File: config.mk
export PLATFORM = sky130hd
export DESIGN_NAME = frame_scheduler
export DESIGN_NICKNAME = d
export VERILOG_FILES = /design/src/rtl/frame_scheduler.sv
export SDC_FILE = /design/constraint.sdc
export NUM_CORES = 1
export LEC_CHECK = 0
export CAP_MARGIN = 20
export CORE_MARGIN = 5
export CORE_UTILIZATION = 49
export CTS_CLUSTER_SIZE = 8
export DETAILED_ROUTE_END_ITERATION = 10
export MAX_ROUTING_LAYER = met4
export PLACE_DENSITY = 0.78
export RECOVER_POWER = 50
export SYNTH_ARGS = -nofsm -noshare
export SYNTH_HDL_FRONTEND = slang
export SYNTH_SLANG_ARGS = --single-unit
export TNS_END_PERCENT = 20
File: constraint.sdc
create_clock -name clock -period 2.5 [get_ports clock]
set_input_delay 0.25 -clock clock [delete_from_list [all_inputs] [get_ports clock]]
set_output_delay 0.25 -clock clock [all_outputs]
set_load 0.005 [all_outputs]
File: src/rtl/frame_scheduler.sv
// -----------------------------------------------------------------------------
// frame_scheduler
//
// Sequences one animation frame per accepted base tick: erase, state update,
// redraw. Each draw-datapath phase is started with a 1-cycle go pulse and
// completed by a done input sampled only while waiting for it. A reloading
// sub-divider marks every FRAME_DIV-th frame as "slow" so game logic can step
// at a lower rate. Ticks arriving while a frame is in flight are dropped and
// counted as misses.
//
// Optional feature (macro FRAME_WATCHDOG_EN):
//   When defined, each wait state is bounded to WD_CYCLES cycles. On expiry the
//   FSM proceeds as though done had been sampled and raises a sticky wd_err.
//   When undefined, wait states hold indefinitely and wd_err is tied to 0.
//
// Parameters:
//   FRAME_DIV  frames per slow_step (1..2**SUB_W)
//   SUB_W      width of the frame sub-divider counter
//   MISS_W     width of the saturating missed-tick counter
//   WD_CYCLES  watchdog limit per wait state (watchdog build only)
//
// Ports:
//   clock          in   system clock, rising edge
//   resetn         in   asynchronous active-low reset
//   enable         in   level, 1 = accept new frames
//   tick_in        in   1-cycle frame tick
//   erase_done     in   erase datapath finished (level or pulse)
//   draw_done      in   draw datapath finished (level or pulse)
//   clear_overrun  in   1-cycle pulse, clears overrun and miss_count
//   erase_go       out  1-cycle erase start pulse
//   update_go      out  1-cycle object-update pulse
//   draw_go        out  1-cycle draw start pulse
//   slow_step      out  pulse with update_go on every FRAME_DIV-th frame
//   busy           out  high whenever a frame is in progress
//   overrun        out  sticky dropped-tick flag
//   miss_count     out  saturating dropped-tick count
//   frame_count    out  accepted frames, wrapping 16-bit
//   wd_err         out  sticky watchdog error
// -----------------------------------------------------------------------------
module frame_scheduler #(
    parameter int FRAME_DIV = 30,
    parameter int SUB_W     = 5,
    parameter int MISS_W    = 8,
    parameter int WD_CYCLES = 1023
) (
    input  logic              clock,
    input  logic              resetn,
    input  logic              enable,
    input  logic              tick_in,
    input  logic              erase_done,
    input  logic              draw_done,
    input  logic              clear_overrun,
    output logic              erase_go,
    output logic              update_go,
    output logic              draw_go,
    output logic              slow_step,
    output logic              busy,
    output logic              overrun,
    output logic [MISS_W-1:0] miss_count,
    output logic [15:0]       frame_count,
    output logic              wd_err
);

    typedef enum logic [2:0] {
        S_IDLE   = 3'd0,
        S_ERASE  = 3'd1,
        S_WAIT_E = 3'd2,
        S_UPDATE = 3'd3,
        S_DRAW   = 3'd4,
        S_WAIT_D = 3'd5
    } state_t;

    state_t            r_state;
    state_t            w_next;
    logic [SUB_W-1:0]  r_sub;
    logic              r_slow;
    logic              r_overrun;
    logic [MISS_W-1:0] r_miss_count;
    logic [15:0]       r_frame_count;

    logic w_accept;
    logic w_miss;
    logic w_wd_expire;

    assign w_accept = (r_state == S_IDLE) && enable && tick_in;
    // Any tick outside IDLE is dropped, regardless of enable.
    assign w_miss   = (r_state != S_IDLE) && tick_in;

`ifdef FRAME_WATCHDOG_EN
    localparam int WD_W = $clog2(WD_CYCLES + 1);

    logic [WD_W-1:0] r_wd_cnt;
    logic            r_wd_err;
    logic            w_in_wait;
    logic            w_wd_fire;

    assign w_in_wait   = (r_state == S_WAIT_E) || (r_state == S_WAIT_D);
    // Counter holds 0 on the first wait cycle, so expiry at WD_CYCLES-1 gives
    // exactly WD_CYCLES cycles in the wait state.
    assign w_wd_expire = w_in_wait && (r_wd_cnt == WD_W'(WD_CYCLES - 1));
    // Only a real timeout is an error; a done arriving on the last cycle is not.
    assign w_wd_fire   = w_wd_expire &&
                         (((r_state == S_WAIT_E) && !erase_done) ||
                          ((r_state == S_WAIT_D) && !draw_done));

    always_ff @(posedge clock or negedge resetn) begin
        if (!resetn) begin
            r_wd_cnt <= '0;
            r_wd_err <= 1'b0;
        end else begin
            if (r_state != w_next) begin
                r_wd_cnt <= '0;
            end else if (w_in_wait) begin
                r_wd_cnt <= r_wd_cnt + 1'b1;
            end
            if (w_wd_fire) begin
                r_wd_err <= 1'b1;
            end
        end
    end

    assign wd_err = r_wd_err;
`else
    logic w_unused_wd;

    assign w_unused_wd = (WD_CYCLES == 0);
    assign w_wd_expire = 1'b0;
    assign wd_err      = 1'b0;
`endif

    // State register
    always_ff @(posedge clock or negedge resetn) begin
        if (!resetn) begin
            r_state <= S_IDLE;
        end else begin
            r_state <= w_next;
        end
    end

    // Next state and Moore-decoded outputs
    always_comb begin
        w_next    = r_state;
        erase_go  = 1'b0;
        update_go = 1'b0;
        draw_go   = 1'b0;
        slow_step = 1'b0;
        busy      = (r_state != S_IDLE);
        case (r_state)
            S_IDLE: begin
                if (w_accept) begin
                    w_next = S_ERASE;
                end
            end
            S_ERASE: begin
                erase_go = 1'b1;
                w_next   = S_WAIT_E;
            end
            S_WAIT_E: begin
                if (erase_done || w_wd_expire) begin
                    w_next = S_UPDATE;
                end
            end
            S_UPDATE: begin
                update_go = 1'b1;
                slow_step = r_slow;
                w_next    = S_DRAW;
            end
            S_DRAW: begin
                draw_go = 1'b1;
                w_next  = S_WAIT_D;
            end
            S_WAIT_D: begin
                if (draw_done || w_wd_expire) begin
                    w_next = S_IDLE;
                end
            end
            default: begin
                w_next = S_IDLE;
            end
        endcase
    end

    // Frame counter and slow-frame sub-divider, both advanced on accept.
    // The sub-divider starts at 0 so the first frame after reset is slow.
    always_ff @(posedge clock or negedge resetn) begin
        if (!resetn) begin
            r_frame_count <= 16'd0;
            r_sub         <= '0;
            r_slow        <= 1'b0;
        end else if (w_accept) begin
            r_frame_count <= r_frame_count + 16'd1;
            if (r_sub == '0) begin
                r_sub  <= SUB_W'(FRAME_DIV - 1);
                r_slow <= 1'b1;
            end else begin
                r_sub  <= r_sub - 1'b1;
                r_slow <= 1'b0;
            end
        end
    end

    // Overrun tracking; a miss in the same cycle as a clear wins and leaves
    // a count of one.
    always_ff @(posedge clock or negedge resetn) begin
        if (!resetn) begin
            r_overrun    <= 1'b0;
            r_miss_count <= '0;
        end else if (clear_overrun) begin
            r_overrun    <= w_miss;
            r_miss_count <= w_miss ? MISS_W'(1) : '0;
        end else if (w_miss) begin
            r_overrun <= 1'b1;
            if (r_miss_count != '1) begin
                r_miss_count <= r_miss_count + 1'b1;
            end
        end
    end

    assign overrun     = r_overrun;
    assign miss_count  = r_miss_count;
    assign frame_count = r_frame_count;

endmodule

# ---- Word-level counts from Yosys, hierarchy flattened
# Cells that the tools add are included.
dict set report totals {
  ff_bits 34
  latch_bits 0
  ram_bits 0
  romBits 0
  input_bits 7
  out_inout_bits 31
  word_cells 44
  mem_count 0
}
dict set report classes {
  n_addsub 3
  n_mul 0
  div 0
  magnitude_cmp 0
  n_eq_ne 9
  shifts 0
  n_mux 16
  bitwise_logic 0
  reduce_logical 10
}
# operator count
set op_table {}
lappend op_table {{$mux 8} 3}
lappend op_table {{$pmux 3 s6} 1}
lappend op_table {{$add 16x1->16 const B} 1}
lappend op_table {{$mux 3} 3}
lappend op_table {{$add 8x1->8 const B} 1}
lappend op_table {{$mux 1} 8}
lappend op_table {{$ne 8x8->1 const B} 1}
lappend op_table {{$eq 3x2->1 const B} 2}
lappend op_table {{$eq 3x3->1 const B} 2}
lappend op_table {{$ne 2x2->1 const B} 3}
lappend op_table {{$logic_not 5->1} 1}
lappend op_table {{$mux 5} 1}
lappend op_table {{$sub 5x1->5 const B} 1}
lappend op_table {{$reduce_bool 2->1} 2}
lappend op_table {{$eq 3x1->1 const B} 1}
lappend op_table {{$logic_and 1x1->1} 3}
lappend op_table {{$logic_not 3->1} 1}
lappend op_table {{$reduce_and 3->1} 1}
lappend op_table {{$reduce_bool 3->1} 1}
lappend op_table {{$reduce_and 2->1} 1}

# ---- Longest topological paths before layout
# Gate-level depths: netlist of the first run.
dict set report depth {
  depth_word 5
  ltp_mapped 7
  mapped_depth_nobuf 6
}

# ---- Least setup slack after synthesis of the first run
# Ideal clock, no wire load.
dict set report synth_timing {
  path_type {register -> register}
  start {reg r_state[0]}
  end {reg r_sub[1]}
  setup_ps 74
  arrival_ps 1746
  path_slack_ps 680
  stages_incl_launch_ff 8
  path_buffers 3
  synth_period_minus_slack_ps 1820
  path_cell_list {dfrtp_1 buf_6 or3_1 buf_2 or2_1 buf_6 or3_1 o21ai_2}
}
dict set report synth_between {
  elab_chain_len 3
}
# item line_no
set synth_rtl {}
lappend synth_rtl {{start, declared} 73} ;# state_t r_state;
lappend synth_rtl {{start signal, assigned} 136} ;# r_state <= w_next;
lappend synth_rtl {{$logic_not 3->1} 85} ;# assign w_accept = (r_state == S_IDLE) && enable && tick_in;
lappend synth_rtl {{$logic_and 1x1->1 (2 in series)} 85}
lappend synth_rtl {{end signal, assigned} 193} ;# r_sub <= SUB_W'(FRAME_DIV - 1);
lappend synth_rtl {{end signal, assigned} 196} ;# r_sub <= r_sub - 1'b1;
lappend synth_rtl {{end, declared} 75} ;# logic [SUB_W-1:0] r_sub;
# Every way passes these cells.
# A chain may end at the register's enable or synchronous reset.

# ---- Worst setup path in the final report of the first run
dict set report layout_timing {
  start {reg r_state[1]}
  end {out busy}
}
dict set report layout_between {
  elab_chain_len 1
}
# item line_no
set layout_rtl {}
lappend layout_rtl {{$reduce_bool 3->1} 147} ;# busy = (r_state != S_IDLE);
lappend layout_rtl {{end, declared} 57} ;# output logic busy,
# Every way passes these cells.

==> results of run 1 <==
-- cell families (layout without fill, tap and decap cells) --
family,count (synthesis),in the layout,share of synthesized area (%)
and+or+nand+nor,67,67,20.29
DFF,34,34,51.67
buffers and inverters,11,50,3.951
muxes,2,2,1.216
other,1,1,0.2277
xor gates and xnor gates,19,19,10.11
adders and majority gates,3,3,2.280
AOI/OAI and AO/OA,24,24,10.26
-- metrics by stage --
step / power, mW / hold WS [ns] / cells / instance area (sq um)
finish: 1.787 / 0.3624 / 246 / 2103
global route: 1.910 / 0.4021 / 246 / 2103
CTS: 1.805 / 0.3115 / 246 / 2103
detailed placement: 1.397 / 0.4566 / 238 / 2026
global placement: 1.354 / 0.4543 / 238 / 2026
floorplan: 1.153 / -0.04559 / 161 / 1647
-- power groups by stage --
stage	logic [mW]	clock network (mW)	registers, mW
after global routing	0.629	0.428	0.853
after detailed placement	0.565	0	0.833
after global placement	0.534	0	0.820
after floorplan	0.374	0	0.779
after CTS	0.578	0.401	0.827
final	0.563	0.396	0.828
-- registers in the layout, summed over array words and instances (netlist names) --
| signal | flops |
|---|---|
| frame_count | 16 |
| r_state | 3 |
| r_sub | 5 |
| miss_count | 8 |
| overrun | 1 |
| r_slow | 1 |
-- final cells by class --
class	count	area, sq um
repair buffers	37	367.9
multi-input cells	116	730.7
clock buffers	5	37.54
fillers	277	1181
clock inverters	3	40.04
well taps	46	57.56
inverters	5	18.77
flip-flops and latches	34	850.8
-- layer usage --
layer | global-route usage, % | up-vias
met5 | - | -
met4 | 10.92 | 0
met3 | 4.762 | 13
met2 | 29.96 | 52
met1 | 21.98 | 655
li1 | - | 632
-- worst min-delay path by stage --
stage | endpoint | slack (ns) | depth (start not counted)
after floorplan | frame_count[0]$_DFFE_PN0P_ | -0.05 | 0
after global placement | r_slow$_DFFE_PN0P_ | 0.45 | 2
after detailed placement | r_slow$_DFFE_PN0P_ | 0.46 | 2
after CTS | overrun$_DFFE_PN0P_ | 0.31 | 2
after global routing | r_state[2]$_DFFE_PN0P_ | 0.40 | 2
final | overrun$_DFFE_PN0P_ | 0.36 | 2
-- worst max-delay path, delay by kind of cell, from the launching register on --
kind	cells	cell delay (ns)
flip-flops	1	0.50
AND/OR/NAND/NOR	1	0.49
buffers and inverters	1	0.51
-- synthesized netlist by cell type, types with 2 or more instances --
| cell type | n | share of area, % |
|---|---|---|
| nand2_1 | 18 | 4.1 |
| and2_1 | 2 | 0.76 |
| a21oi_1 | 6 | 1.8 |
| buf_6 | 2 | 1.4 |
| xor2_1 | 5 | 2.7 |
| nand3_1 | 7 | 2.1 |
| ha_1 | 3 | 2.3 |
| inv_1 | 5 | 1.1 |
| or3_1 | 2 | 0.76 |
| nor2_1 | 13 | 3.0 |
| xnor2_1 | 14 | 7.4 |
| and3_1 | 6 | 2.3 |
| o22ai_1 | 2 | 0.76 |
| a211oi_1 | 2 | 0.91 |
| nor3_1 | 6 | 1.8 |
| o31ai_1 | 2 | 0.91 |
| dfrtp_1 | 34 | 52 |
| buf_4 | 2 | 0.91 |
| nand4_1 | 5 | 1.9 |
| mux2i_1 | 2 | 1.2 |
-- cell usage in the layout (no fill, tap or decap), drive strengths merged, types with 2 or more instances in the layout --
master	instances
a211oi	2
a21oi	6
and2	2
and3	6
clkbuf	5
clkdlybuf4s50	30
clkinv	2
dfrtp	34
dlygate4sd3	6
ha	3
inv	5
mux2i	2
nand2	18
nand3	7
nand4	5
nor2	13
nor3	7
o21ai	2
o22ai	2
o31ai	2
or2	2
or3	2
xnor2	14
xor2	5
==> run_results.csv, run 1 <==
group,metric,value,unit
timing,finalCritPeriodShare,83.93,%
final_layout,drive_above_1_share,6.500,%
synth,seq_area_frac_synth,51.67,%
global_route,antenna_found_initial,0,
global_route,grt_pass1_vias,1364,
route,viasPerCell,5.496,
route,met3WireLength,198,microns
pwr,vdd_drop_max,0.0006499,V
setup_path,worstSetupEndpoint,"busy",
setup_path,r2r-end,"frame_count[8]$_DFFE_PN0P_",
floorplanning,start_util,50.13,%
placed_design,place_ws,0.5163,ns
setup_path,cp.arrival,1.85,ns
setup_path,start_kind,"register",
synth,synth_ff_type,"dfrtp_1",
final_layout,area_delta_synth_final,27.74,%
route,via_count,1352,
synth,ys_warn_count,0,
setup_path,r2r_cells,4,
timing,clock.fmax,476.6,MHz
floorplanning,dieWidth,67.97,microns
clock_network,clock_latency,0.35,ns
final_layout,fin_nets,209,
route,wl,3.642,mm
job,max_cap_violations,0,
route,wl_met1,1.520,mm
setup_path,r2r_slack,0.53,ns
global_route,grtUsageTotal,19.01,%
route,wl_met2,1.814,mm
placed_design,place.gp.congestion,0.8256,
setup_path,critPathKind,"reg -> out",
clock_network,cts.sinks,34,
route,ant_nets,0,
floorplanning,num_io_pins,38,
timing,period_needed,2.098,ns
setup_path,end_kind,"output port",
synth,ys_seq_elements,34,
clock_network,post-cts-setup-buffers,0,
clock_network,cts_tree,"yes",
pwr,clkPwrFrac,22.2,%
clock_network,cts_resized,0,
clock_network,cts_made_buffers,5,
clock_network,clk_path_buf_depth,2,
route,drtPass1Iterations,4,
clock_network,postCtsHoldBufs,0,
global_route,grt_pass1_wl,6.230,mm
clock_network,path_clk_slew,0.11,ns
timing,worstMarginPinSlew,0.5655,ns
synth,syn-cell-area,1647,sq um
synth,synth_edf_count,0,
setup_path,r2r-start,"r_state[1]$_DFFE_PN0P_",
setup_path,cp_slowest_cell,"clkdlybuf4s50_1",
timing,slew_viol_final,0,
setup_path,cp.required,2.25,ns
timing,setup_slack,0.4018,ns
timing,rsz0062_at_grt,"false",
floorplanning,die_area,4620,sq um
pwr,power.internal,1.188,mW
setup_path,max_stage_delay,0.51,ns
final_layout,final_util,64.04,%
synth,syn_nets,171,
clock_network,cts-root-buf,"clkbuf_4",
synth,postSynth.asyncResetShare,100.0,%
floorplanning,std_cell_rows,21,
route,drcViolationCount,0,
route,wire_per_inst,14.80,microns
setup_path,startpoint,"r_state[1]$_DFFE_PN0P_",
setup_path,crit_chain,"or3_1 -> clkdlybuf4s50_1",
timing,max-slew-margin-rel,62.01,%
timing,hold_violations,0,
route,drtIter0Drc,115,
clock_network,cts.htree.levels,2,
pwr,p_seq_share,46.3,%
placed_design,dpl.hpwl,2.638,mm
synth,netlist_instances,161,
pwr,swShare,33.51,%
pwr,p_switching,0.5986,mW
floorplanning,core,3284,sq um
placed_design,port_buffers,36,
global_route,grt_start_max_net_pins,35,
route,highest_layer,"met4",
setup_path,cp_max_fo,10,
pwr,leakagePower,0.9324,nW
hold_path,hp-class,"in -> async",
floorplanning,die_h,67.97,microns
synth,yosysUniqueCellTypes,43,
outcome,status,"finished clean",
synth,synth_area_per_cell,10.23,sq um
final_layout,diodes,0,
pwr,p_per_area,849.5,nW/um^2
global_route,overflow,0,
timing,setup_viol,0,
timing,setup-tns-final,0,ns
timing,clock_skew,0.01422,ns
pwr,combPwrFrac,31.5,%
No activity file was read; power rests on OpenSTA's default activity.
==> inputs of run 2 (changes only) <==
--- a/config.mk
+++ b/config.mk
@@ -7,11 +7,11 @@
 export LEC_CHECK = 0
 export CAP_MARGIN = 20
 export CORE_MARGIN = 5
-export CORE_UTILIZATION = 49
+export CORE_UTILIZATION = 44
 export CTS_CLUSTER_SIZE = 8
 export DETAILED_ROUTE_END_ITERATION = 10
 export MAX_ROUTING_LAYER = met4
-export PLACE_DENSITY = 0.78
+export PLACE_DENSITY = 0.74
 export RECOVER_POWER = 50
 export SYNTH_ARGS = -nofsm -noshare
 export SYNTH_HDL_FRONTEND = slang
==> constraint.sdc (replaced) <==
create_clock -name clock -period 1.78 [get_ports clock]
set_input_delay 0.178 -clock clock [delete_from_list [all_inputs] [get_ports clock]]
set_output_delay 0.178 -clock clock [all_outputs]
set_load 0.005 [all_outputs]
==> run 2 against run 1 <==
  * Clock power increased by 75%
  * Hold slack better by 0.11 ns
  * Sequential power rose by 35%
  * Utilization shrank 3.3 points
  * Sequential share of layout area is 1.8 points lower
  * Largest cell class unchanged
  * Combinational power up 62%
  * Register-to-register slack lost 0.40 ns
  * Critical path depth rose by 1
==> run_results.csv, run 2 (synthesized netlist as in run 1, its figures left out) <==
group,metric,value,unit
outcome,status,"finished clean",
clock_network,clk_path_buf_depth,2,
route,drtPass1Iterations,4,
final_layout,layout_commonest_cell,"dfrtp_1",
floorplanning,start_util,45.32,%
placed_design,place_ws,0.07330,ns
job,max_cap_violations,0,
final_layout,final_util,60.71,%
clock_network,cts-root-buf,"clkbuf_8",
clock_network,path_clk_slew,0.07,ns
timing,slew_viol_final,0,
global_route,grt_pass1_wl,6.251,mm
final_layout,final_cell_mix,"dfrtp_1 (33), clkdlybuf4s50_1 (23), nand2_1 (18)",
route,viasPerCell,5.250,
final_layout,area_delta_synth_final,33.97,%
placed_design,dpl.hpwl,2.625,mm
timing,rsz0062_at_grt,"false",
final_layout,multi_input_area,740.7,sq um
setup_path,cp.arrival,1.51,ns
clock_network,cts_tree,"yes",
timing,setup_slack,0.09301,ns
pwr,vdd_drop_max,0.0007189,V
floorplanning,dieWidth,71.18,microns
route,drcViolationCount,0,
placed_design,port_buffers,36,
hold_path,hp-class,"reg -> reg",
global_route,grtUsageTotal,16.09,%
global_route,grt_start_max_net_pins,35,
route,wire_per_inst,14.11,microns
final_layout,fin_nets,217,
placed_design,place_area,2073,sq um
global_route,grt_pass1_vias,1359,
route,drtIter0Drc,94,
final_layout,drive_above_1_share,11.54,%
pwr,fin_total_pwr,2.724,mW
floorplanning,die_h,71.18,microns
floorplanning,std_cell_rows,22,
pwr,swShare,31.94,%
floorplanning,num_io_pins,38,
final_layout,largest_reg_flops,16,
final_layout,diodes,0,
floorplanning,core,3633,sq um
final_layout,final_area,2206,sq um
setup_path,max_stage_delay,0.49,ns
timing,clock.fmax,592.8,MHz
global_route,overflow,0,
final_layout,fillers,314,
clock_network,cts.sinks,34,
route,wl,3.611,mm
global_route,antenna_found_initial,0,
pwr,p_seq_share,41.0,%
clock_network,cts_made_buffers,5,
timing,period_needed,1.687,ns
setup_path,cp.required,1.60,ns
setup_path,cp_max_fo,9,
setup_path,critPathKind,"reg -> out",
timing,worstMarginPinSlew,0.8204,ns
pwr,p_per_area,1235,nW/um^2
pwr,combPwrFrac,33.6,%
route,via_count,1344,
clock_network,clock_latency,0.29,ns
setup_path,cp_slowest_cell,"clkdlybuf4s50_1",
floorplanning,die_area,5066,sq um
pwr,leakagePower,1.001,nW
timing,max-slew-margin-rel,45.31,%
pwr,clkPwrFrac,25.4,%
route,ant_nets,0,
clock_network,cts.htree.levels,2,
setup_path,crit_chain,"buf_4 -> and3_4 -> clkdlybuf4s50_1",
placed_design,place.gp.congestion,0.8078,
timing,finalCritPeriodShare,94.77,%
timing,clock_skew,0.005881,ns
setup_path,end_kind,"output port",
final_layout,seq_area,852.1,sq um
pwr,power.internal,1.854,mW
setup_path,start_kind,"register",
timing,hold_violations,0,
pwr,p_switching,0.8702,mW
timing,setup_viol,0,
==> run 2: cell count changes in the layout (fill, tap and decap cells not counted), moves of 2 or more <==
cell and change:
clkdlybuf4s50_1 -7, buf_4 +4, dlygate4sd3_1 +3, dlygate4sd2_1 +2
clkbuf_8 +5, clkbuf_4 -4
==> run 2: repair_timing <==
item | CTS | global route
hold buffers | 0 | 0
gates cloned | 0 | 0
gates resized for setup | 7 | 2
buffers inserted | 2 | 0
setup endpoints to repair | 4 | 2
==> run 2: stage by stage <==
step | hold WS [ns] | std cells | TNS [ns]
after detailed placement | 0.4663 | 246 | 0
final | 0.4717 | 256 | 0
after floorplan | -0.1176 | 161 | -0.04013
after CTS | 0.3037 | 256 | 0
after global routing | 0.5028 | 256 | 0
after global placement | 0.4602 | 246 | 0
==> run 2: final cells by class <==
type                            count  share of cell area [%]
Timing Repair Buffer               45                   19.29
Sequential cell                    34                   38.63
Clock buffer                        5                   3.120
Clock inverter                      3                   1.815
Tap cell                           48                   2.723
Multi-Input combinational cell    116                   33.58
Inverter                            5                  0.8508
==> run 2: power by group through the flow <==
stage               clock network [mW]  registers [mW]  logic, mW
finish                           0.692            1.12      0.914
global route                     0.735            1.15       1.02
CTS                              0.712            1.12      0.940
detailed placement                   0            1.13      0.885
global placement                     0            1.12      0.841
floorplan                            0            1.09      0.526
==> run 2: worst paths after layout <==
kind | start | end | slack (ns) | cells past startpoint
min in group asynchronous | resetn | frame_count[11]$_DFFE_PN0P_ | 0.52 | 2
max | r_state[0]$_DFFE_PN0P_ | update_go | 0.09 | 3
max in group asynchronous | resetn | r_state[2]$_DFFE_PN0P_ | 0.69 | 2
max reg2reg | r_state[0]$_DFFE_PN0P_ | frame_count[3]$_DFFE_PN0P_ | 0.13 | 5
min reg2reg | frame_count[15]$_DFFE_PN0P_ | frame_count[15]$_DFFE_PN0P_ | 0.47 | 1
min | frame_count[15]$_DFFE_PN0P_ | frame_count[15]$_DFFE_PN0P_ | 0.47 | 1
==> run 2: routing by layer <==
layer / global-route usage [%] / share of wire [%] / wire, microns / vias up
met5: - / 0 / 0 / -
met4: 6.263 / 1.3 / 46 / 0
met3: 5.398 / 5.1 / 183 / 5
met2: 23.98 / 48 / 1744 / 33
met1: 20.14 / 45 / 1637 / 658
li1: - / - / - / 648
==> run 2: worst max-delay path: cells and delay by family, from the launching register on <==
family | cells | cell delay (ns)
flops | 1 | 0.36
simple gates | 1 | 0.19
buf+inv | 2 | 0.66
